[src/rtl/servo_pwm_gen.sv]
// -----------------------------------------------------------------------------
// servo_pwm_gen
//
// Turns the 12-bit position ramp (0..MAX_POS) into a hobby-servo PWM frame.
// Each frame is PERIOD_CYCLES long. It opens with a high pulse of
//   W = MIN_PULSE_CYCLES + pos * SCALE
// cycles and stays low for the rest of the frame. The position is clamped
// to MAX_POS and latched only on the frame-start edge, so a pulse can never
// change width while it is being driven.
//
// Ports:
//   clk          system clock, all logic on the rising edge
//   rst          synchronous reset, active low (0 = reset)
//   enable       1 = run frames back to back; 0 = stop once the current frame ends
//   cntd_val     requested servo position (values above MAX_POS are clamped)
//   pwm_out      servo PWM pin (registered)
//   frame_start  one-cycle strobe on the first cycle of every frame (registered)
//   active       high while a frame is in progress (registered)
//   pos_latched  clamped position in use for the current frame
// -----------------------------------------------------------------------------
module servo_pwm_gen #(
    parameter int unsigned PERIOD_CYCLES    = 2000000,
    parameter int unsigned MIN_PULSE_CYCLES = 100000,
    parameter int unsigned SCALE            = 33,
    parameter int unsigned MAX_POS          = 3000
) (
    input  logic        clk,
    input  logic        rst,
    input  logic        enable,
    input  logic [11:0] cntd_val,
    output logic        pwm_out,
    output logic        frame_start,
    output logic        active,
    output logic [11:0] pos_latched
);

    localparam int unsigned CNT_W = $clog2(PERIOD_CYCLES);
    localparam int unsigned W_MAX = MIN_PULSE_CYCLES + MAX_POS * SCALE;
    localparam int unsigned W_W   = $clog2(W_MAX + 1);

    typedef enum logic [1:0] {
        IDLE,
        HIGH,
        LOW
    } state_t;

    state_t            state_q, state_d;
    logic [CNT_W-1:0]  cnt_q, cnt_d;
    logic [11:0]       pos_q, pos_d;
    logic              pwm_q, pwm_d;
    logic              fs_q, fs_d;
    logic              act_q, act_d;

    logic [W_W-1:0]    pulse_w;
    logic [CNT_W-1:0]  pulse_last;
    logic [11:0]       pos_clamped;
    logic              start;

    // Pulse width is derived from the latched position, never from the live input.
    assign pulse_w     = W_W'(MIN_PULSE_CYCLES + SCALE * 32'(pos_q));
    assign pulse_last  = CNT_W'(pulse_w) - CNT_W'(1);
    assign pos_clamped = (32'(cntd_val) > MAX_POS) ? 12'(MAX_POS) : cntd_val;

    always_comb begin
        state_d = state_q;
        cnt_d   = cnt_q + CNT_W'(1);
        pos_d   = pos_q;
        pwm_d   = pwm_q;
        fs_d    = 1'b0;
        act_d   = act_q;
        start   = 1'b0;

        case (state_q)
            IDLE: begin
                cnt_d = '0;
                if (enable) begin
                    start = 1'b1;
                end
            end
            HIGH: begin
                if (cnt_q == pulse_last) begin
                    state_d = LOW;
                    pwm_d   = 1'b0;
                end
            end
            LOW: begin
                if (cnt_q == CNT_W'(PERIOD_CYCLES - 1)) begin
                    // enable is only looked at here, so frames are never truncated.
                    if (enable) begin
                        start = 1'b1;
                    end else begin
                        state_d = IDLE;
                        act_d   = 1'b0;
                        cnt_d   = '0;
                    end
                end
            end
            default: begin
                state_d = IDLE;
                pwm_d   = 1'b0;
                act_d   = 1'b0;
                cnt_d   = '0;
            end
        endcase

        // Frame start shares one path for the IDLE entry and the back-to-back wrap.
        if (start) begin
            state_d = HIGH;
            cnt_d   = '0;
            pos_d   = pos_clamped;
            pwm_d   = 1'b1;
            fs_d    = 1'b1;
            act_d   = 1'b1;
        end
    end

    always_ff @(posedge clk) begin
        if (!rst) begin
            state_q <= IDLE;
            cnt_q   <= '0;
            pos_q   <= '0;
            pwm_q   <= 1'b0;
            fs_q    <= 1'b0;
            act_q   <= 1'b0;
        end else begin
            state_q <= state_d;
            cnt_q   <= cnt_d;
            pos_q   <= pos_d;
            pwm_q   <= pwm_d;
            fs_q    <= fs_d;
            act_q   <= act_d;
        end
    end

    assign pwm_out     = pwm_q;
    assign frame_start = fs_q;
    assign active      = act_q;
    assign pos_latched = pos_q;

    // The pulse must always end before the frame does.
    a_pulse_fits : assert property (@(posedge clk) disable iff (!rst)
        (32'(pulse_w) < PERIOD_CYCLES));

endmodule

[config.mk]
export PLATFORM = sky130hd
export DESIGN_NAME = servo_pwm_gen
export DESIGN_NICKNAME = d
export VERILOG_FILES = /design/src/rtl/servo_pwm_gen.sv
export SDC_FILE = /design/constraint.sdc
export NUM_CORES = 1
export LEC_CHECK = 0
export CAP_MARGIN = 10
export CORE_ASPECT_RATIO = 0.8
export CORE_UTILIZATION = 50
export DETAILED_ROUTE_END_ITERATION = 16
export PLACE_DENSITY = 0.74
export REMOVE_ABC_BUFFERS = 1
export SYNTH_ARGS = -nofsm -noshare
export SYNTH_HDL_FRONTEND = slang
export SYNTH_SLANG_ARGS = --single-unit
[constraint.sdc]
create_clock -name clk -period 3.7 [get_ports clk]
set_clock_uncertainty 0.15 [all_clocks]
set_input_delay 0.74 -clock clk [delete_from_list [all_inputs] [get_ports clk]]
set_output_delay 0.74 -clock clk [all_outputs]
set_load 0.05 [all_outputs]
# Word-level counts from Yosys, hierarchy flattened
# Index checks and enable logic that the tools add are counted.
# word_totals
ff_bits,38
output_inout_bits,15
# op_classes
addsub,3
n_mul,1
n_lt_le_gt_ge,1
eq_ne,13
n_mux,20
bitwise,2
n_reduce_logical,8
# ops
cell,n
$mux W21,2
$pmux W21 S2,1
$add A21 B1 Y21 const B,1
$eq A21 B21 Y1,1
$eq A21 B21 Y1 const B,1
$sub A18 B1 Y19 const B,1
$add A17 B18 Y18 const A,1
$mul A6 B12 Y18 const A,1
$gt A12 B12 Y1 const B,1
$mux W12,1
$mux W1,9
$ne A3 B3 Y1 const B,3
$ne A2 B2 Y1 const B,4
$reduce_and A4 Y1,2
$mux W2,3
$pmux W1 S2,3
$pmux W2 S3,1
$reduce_or A2 Y1,3
$ne A2 B1 Y1 const B,2
$reduce_and A3 Y1,1
$eq A2 B1 Y1 const B,1
$eq A2 B2 Y1 const B,1
$logic_not A2 Y1,1
$not A1 Y1,2
$reduce_and A2 Y1,1

# Depth between registers and ports, before layout
# depth
depth_word,7
mapped_depth,15
ltp_nobuf,14

# Least setup slack after synthesis
# Ideal clock, no wire load.
# synth_timing
kind,register -> register
start,register pos_q[2] (netlist: pos_latched[2])
end,register state_q[1]
setup_ns,0.116
t_arrival_ns,3.985
slack_ns,-0.551
stages_incl_launch_ff,14
period_less_slack_ns,4.251
cell_sequence,dfxtp_1 fa_1 ha_1 ha_1 a211oi_2 o21bai_1 a211o_1 or3_1 buf_2 o41ai_1 a2111oi_1 o2bb2ai_1 nor4_2 o211a_1
# synth_via
elab_chain_cells,6
# synth_rtl
item,line_no,rtl
start: declaration,49,"logic [11:0] pos_q, pos_d;"
start signal: assignment,128,pos_q <= pos_d;
$mul A6 B12 Y18,60,assign pulse_w = W_W'(MIN_PULSE_CYCLES + SCALE * 32'(pos_q));
$add A17 B18 Y18,60,
$sub A18 B1 Y19,61,assign pulse_last = CNT_W'(pulse_w) - CNT_W'(1);
$eq A21 B21 Y1,81,if (cnt_q == pulse_last) begin
$ne A2 B2 Y1 (no line),-,
$reduce_and A4 Y1 (no line),-,
end signal: assignment,126,state_q <= state_d;
end: declaration,47,"state_t state_q, state_d;"
# Every way passes these cells.
# A chain may end at the register's enable or synchronous reset.

# Worst setup path in the final report
# Ends and elaborated chain as after synthesis.

==> impl_metrics.env <==
export IMPL_irDropWorstVdd_uv=292.2
export IMPL_diodes=0
export IMPL_htree_levels=2
export IMPL_pwr_density_cell_nw_per_um2=427.9
export IMPL_crit_path_end_kind="flop"
export IMPL_cp_data_required_time_ns=3.74
export IMPL_max_cap_violations=0
export IMPL_drt_pass1_iter_count=4
export IMPL_vias=3265
export IMPL_worst_setup_path_start_kind="flop"
export IMPL_wl_per_cell_um=15.92
export IMPL_status="finished, violations left"
export IMPL_fin_util=0.7182
export IMPL_grt_max_degree=22
export IMPL_synth_seq_cells=38
export IMPL_hold_class="flop to flop"
export IMPL_yosysSeqAreaShare=0.2313
export IMPL_power_leakage_uw=0.001779
export IMPL_whs_ns=0.3442
export IMPL_ios=30
export IMPL_clock_fmax_mhz=239.9
export IMPL_portBuffers=29
export IMPL_antenna_found_initial=0
export IMPL_relSlewSlack=0.2859
export IMPL_synthToLayoutAreaGrowth_pct=39.22
export IMPL_final_nets=534
export IMPL_min_period_over_period=1.127
export IMPL_place_congestion=0.8641
export IMPL_numCtsBuffers=5
export IMPL_clock_sinks=38
export IMPL_finalHoldViolCount=0
export IMPL_met1_length_um=4059
export IMPL_crit_family="compound AO/OA/AOI/OAI gates"
export IMPL_die_w_um=92.69
export IMPL_ys_warn_count=0
export IMPL_slew_viol_final=0
export IMPL_dr_wl_met3_um=338
export IMPL_crit_buf_inv=0
export IMPL_core_area_um2=6376
export IMPL_rsz0062_at_grt="yes"
export IMPL_clkTransAtPathRegs_ns=0.08
export IMPL_totalWireLength_um=9121
export IMPL_drtIter0Drc=139
export IMPL_rows=26
export IMPL_start_util=0.5159
export IMPL_period_minus_slack_ns=4.168
export IMPL_yosys_cell_types_count=73
export IMPL_cp_cell_sequence="fa_2 -> ha_2 -> fa_1 -> ha_4 -> or3_4 -> o221a_1 -> a311o_1 -> or2_4 -> o41ai_4 -> a2111oi_4 -> o2bb2ai_2 -> nor4_4 -> o211a_1"
export IMPL_preCtsSetupSlack_ns=-0.5543
export IMPL_top_layer="met4"
export IMPL_place_area_um2=4106
export IMPL_avgSynthCellArea_um2=8.244
export IMPL_worstPathArrival_ns=4.21
export IMPL_crit_fanout=3
export IMPL_die_area_um2=6909
export IMPL_violations="negative setup slack"
export IMPL_wl_met2_um=4631
export IMPL_design_area_um2=4579
export IMPL_cts_root_buf="clkbuf_8"
export IMPL_grt_total_usage=0.2574
export IMPL_path_class="flop to flop"
export IMPL_slowest_delay_ns=0.48
export IMPL_clock_latency_ns=0.29
export IMPL_cts_tree="built"
export IMPL_worst_slew_pin_transition_ns=1.064
export IMPL_hpwl_um=6508
export IMPL_grt_pass1_vias=3127
export IMPL_synth_edf_count=0
export IMPL_drive_above_1_share=0.2699
export IMPL_setup_slack_ns=-0.4685
export IMPL_ant_nets=0
export IMPL_drc=0
export IMPL_slowest_stage="fa_1"
export IMPL_synth_main_ff_cell="dfxtp_1"
export IMPL_overflow=0
export IMPL_async_flop_share=0
export IMPL_syn_inst=399
export IMPL_setup_viol=3
export IMPL_total_power_uw=1959
export IMPL_vias_per_cell=5.698
export IMPL_clockBufferDepth=2
export IMPL_die_h_um=74.55
export IMPL_postCtsHoldBufs=0
export IMPL_synth_cell_area_um2=3289
export IMPL_grt_pass1_wl_um=14110
metrics by stage:
stage / std cells / TNS, ns
after CTS: 573 / -1.013
after global placement: 562 / -1.128
after detailed placement: 562 / -1.490
final: 573 / -1.385
after global routing: 573 / -1.771
after floorplan: 382 / -1.526
registers in the layout (all words and copies together) (netlist names):
register	count
pwm_out	1
frame_start	1
state_q	2
active	1
pos_latched	12
cnt_q	21
area by class of cell:
class | instances | area [um2]
fill | 498 | 1797
sequential | 38 | 763.2
clock buffer | 6 | 82.58
clock inverter | 2 | 12.51
timing repair buffer | 99 | 815.8
tap | 84 | 105.1
inverter | 17 | 63.81
multi-input combinational | 327 | 2736
power by group:
group          internal, uW  leakage, uW  switching (uW)
combinational           593      0.00142             613
clock                   150    0.0000472             151
sequential              431     0.000310            21.5
final timing paths:
kind / startpoint / endpoint / slack, ns / depth (start not counted)
worst max-delay path: pos_latched[2] / state_q[1] / -0.47 / 13
worst min-delay path: active / active / 0.34 / 2
worst max register to register: pos_latched[2] / state_q[1] / -0.47 / 13
worst min register to register: active / active / 0.34 / 2
Yosys cell counts, types with 4 or more instances:
library cell | number | area share
nand2b_1 | 6 | 0.011
o21ai_0 | 15 | 0.023
buf_2 | 4 | 0.0061
and3b_1 | 4 | 0.011
and3_1 | 6 | 0.011
inv_1 | 17 | 0.019
o31ai_1 | 4 | 0.0091
a21oi_1 | 10 | 0.015
a31oi_1 | 7 | 0.013
nor2_1 | 43 | 0.049
nor4_1 | 5 | 0.0095
xnor2_1 | 25 | 0.067
mux2i_1 | 4 | 0.012
nand2_1 | 31 | 0.035
ha_1 | 27 | 0.10
nand4_1 | 9 | 0.017
o21a_1 | 4 | 0.0091
nor2b_1 | 4 | 0.0076
xor2_1 | 24 | 0.064
a21boi_0 | 8 | 0.018
fa_1 | 4 | 0.024
nand3_1 | 11 | 0.017
dfxtp_1 | 38 | 0.23
nor3_1 | 8 | 0.012
clkbuf_1 | 11 | 0.013
tightest hold or removal path, stage by stage, from the launching register on:
cell and delay, ns:
dfxtp_1 0.32, o21ai_0 0.06, a21boi_0 0.07
cells by family after synthesis:
kind of cell / count (synthesis) / synth area share
muxes: 4 / 0.01217
xor gates and xnor gates: 50 / 0.1373
DFF: 38 / 0.2313
adders and majority gates: 31 / 0.1270
and+or+nand+nor: 155 / 0.2495
buffers and inverters: 34 / 0.04412
AOI/OAI and AO/OA: 87 / 0.1986
layer usage:
metal / vias to the layer above / track usage
met4: 0 / 0.07692
met2: 80 / 0.4691
li1: 1619 / -
met5: - / 0
met3: 8 / 0.03988
met1: 1558 / 0.3179
cell usage in the layout, fill, tap and decap left out, types with 4 or more instances in the layout:
master,Yosys,layout
nor3_1,8,7
clkdlybuf4s50_1,0,29
ha_1,27,19
clkbuf_8,0,6
nand3_1,11,11
a21boi_0,8,8
inv_1,17,17
xnor2_2,0,4
xnor2_1,25,21
nor2_1,43,41
o21ai_0,15,13
a21oi_1,10,9
o21ai_1,2,4
nand2b_1,6,6
nor4_1,5,4
and3_1,6,6
nand2_1,31,31
and3b_1,4,4
a31oi_1,7,7
ha_4,0,7
dfxtp_1,38,36
buf_4,0,70
xor2_1,24,22
nor2b_1,4,4
nand4_1,9,9
timing repair:
action	4_1_cts	5_1_grt
setup buffers	3	2
pin swaps	8	20
resized for setup	29	28
endpoints found under the setup margin	3	3
No activity file was read; power rests on OpenSTA's default activity.
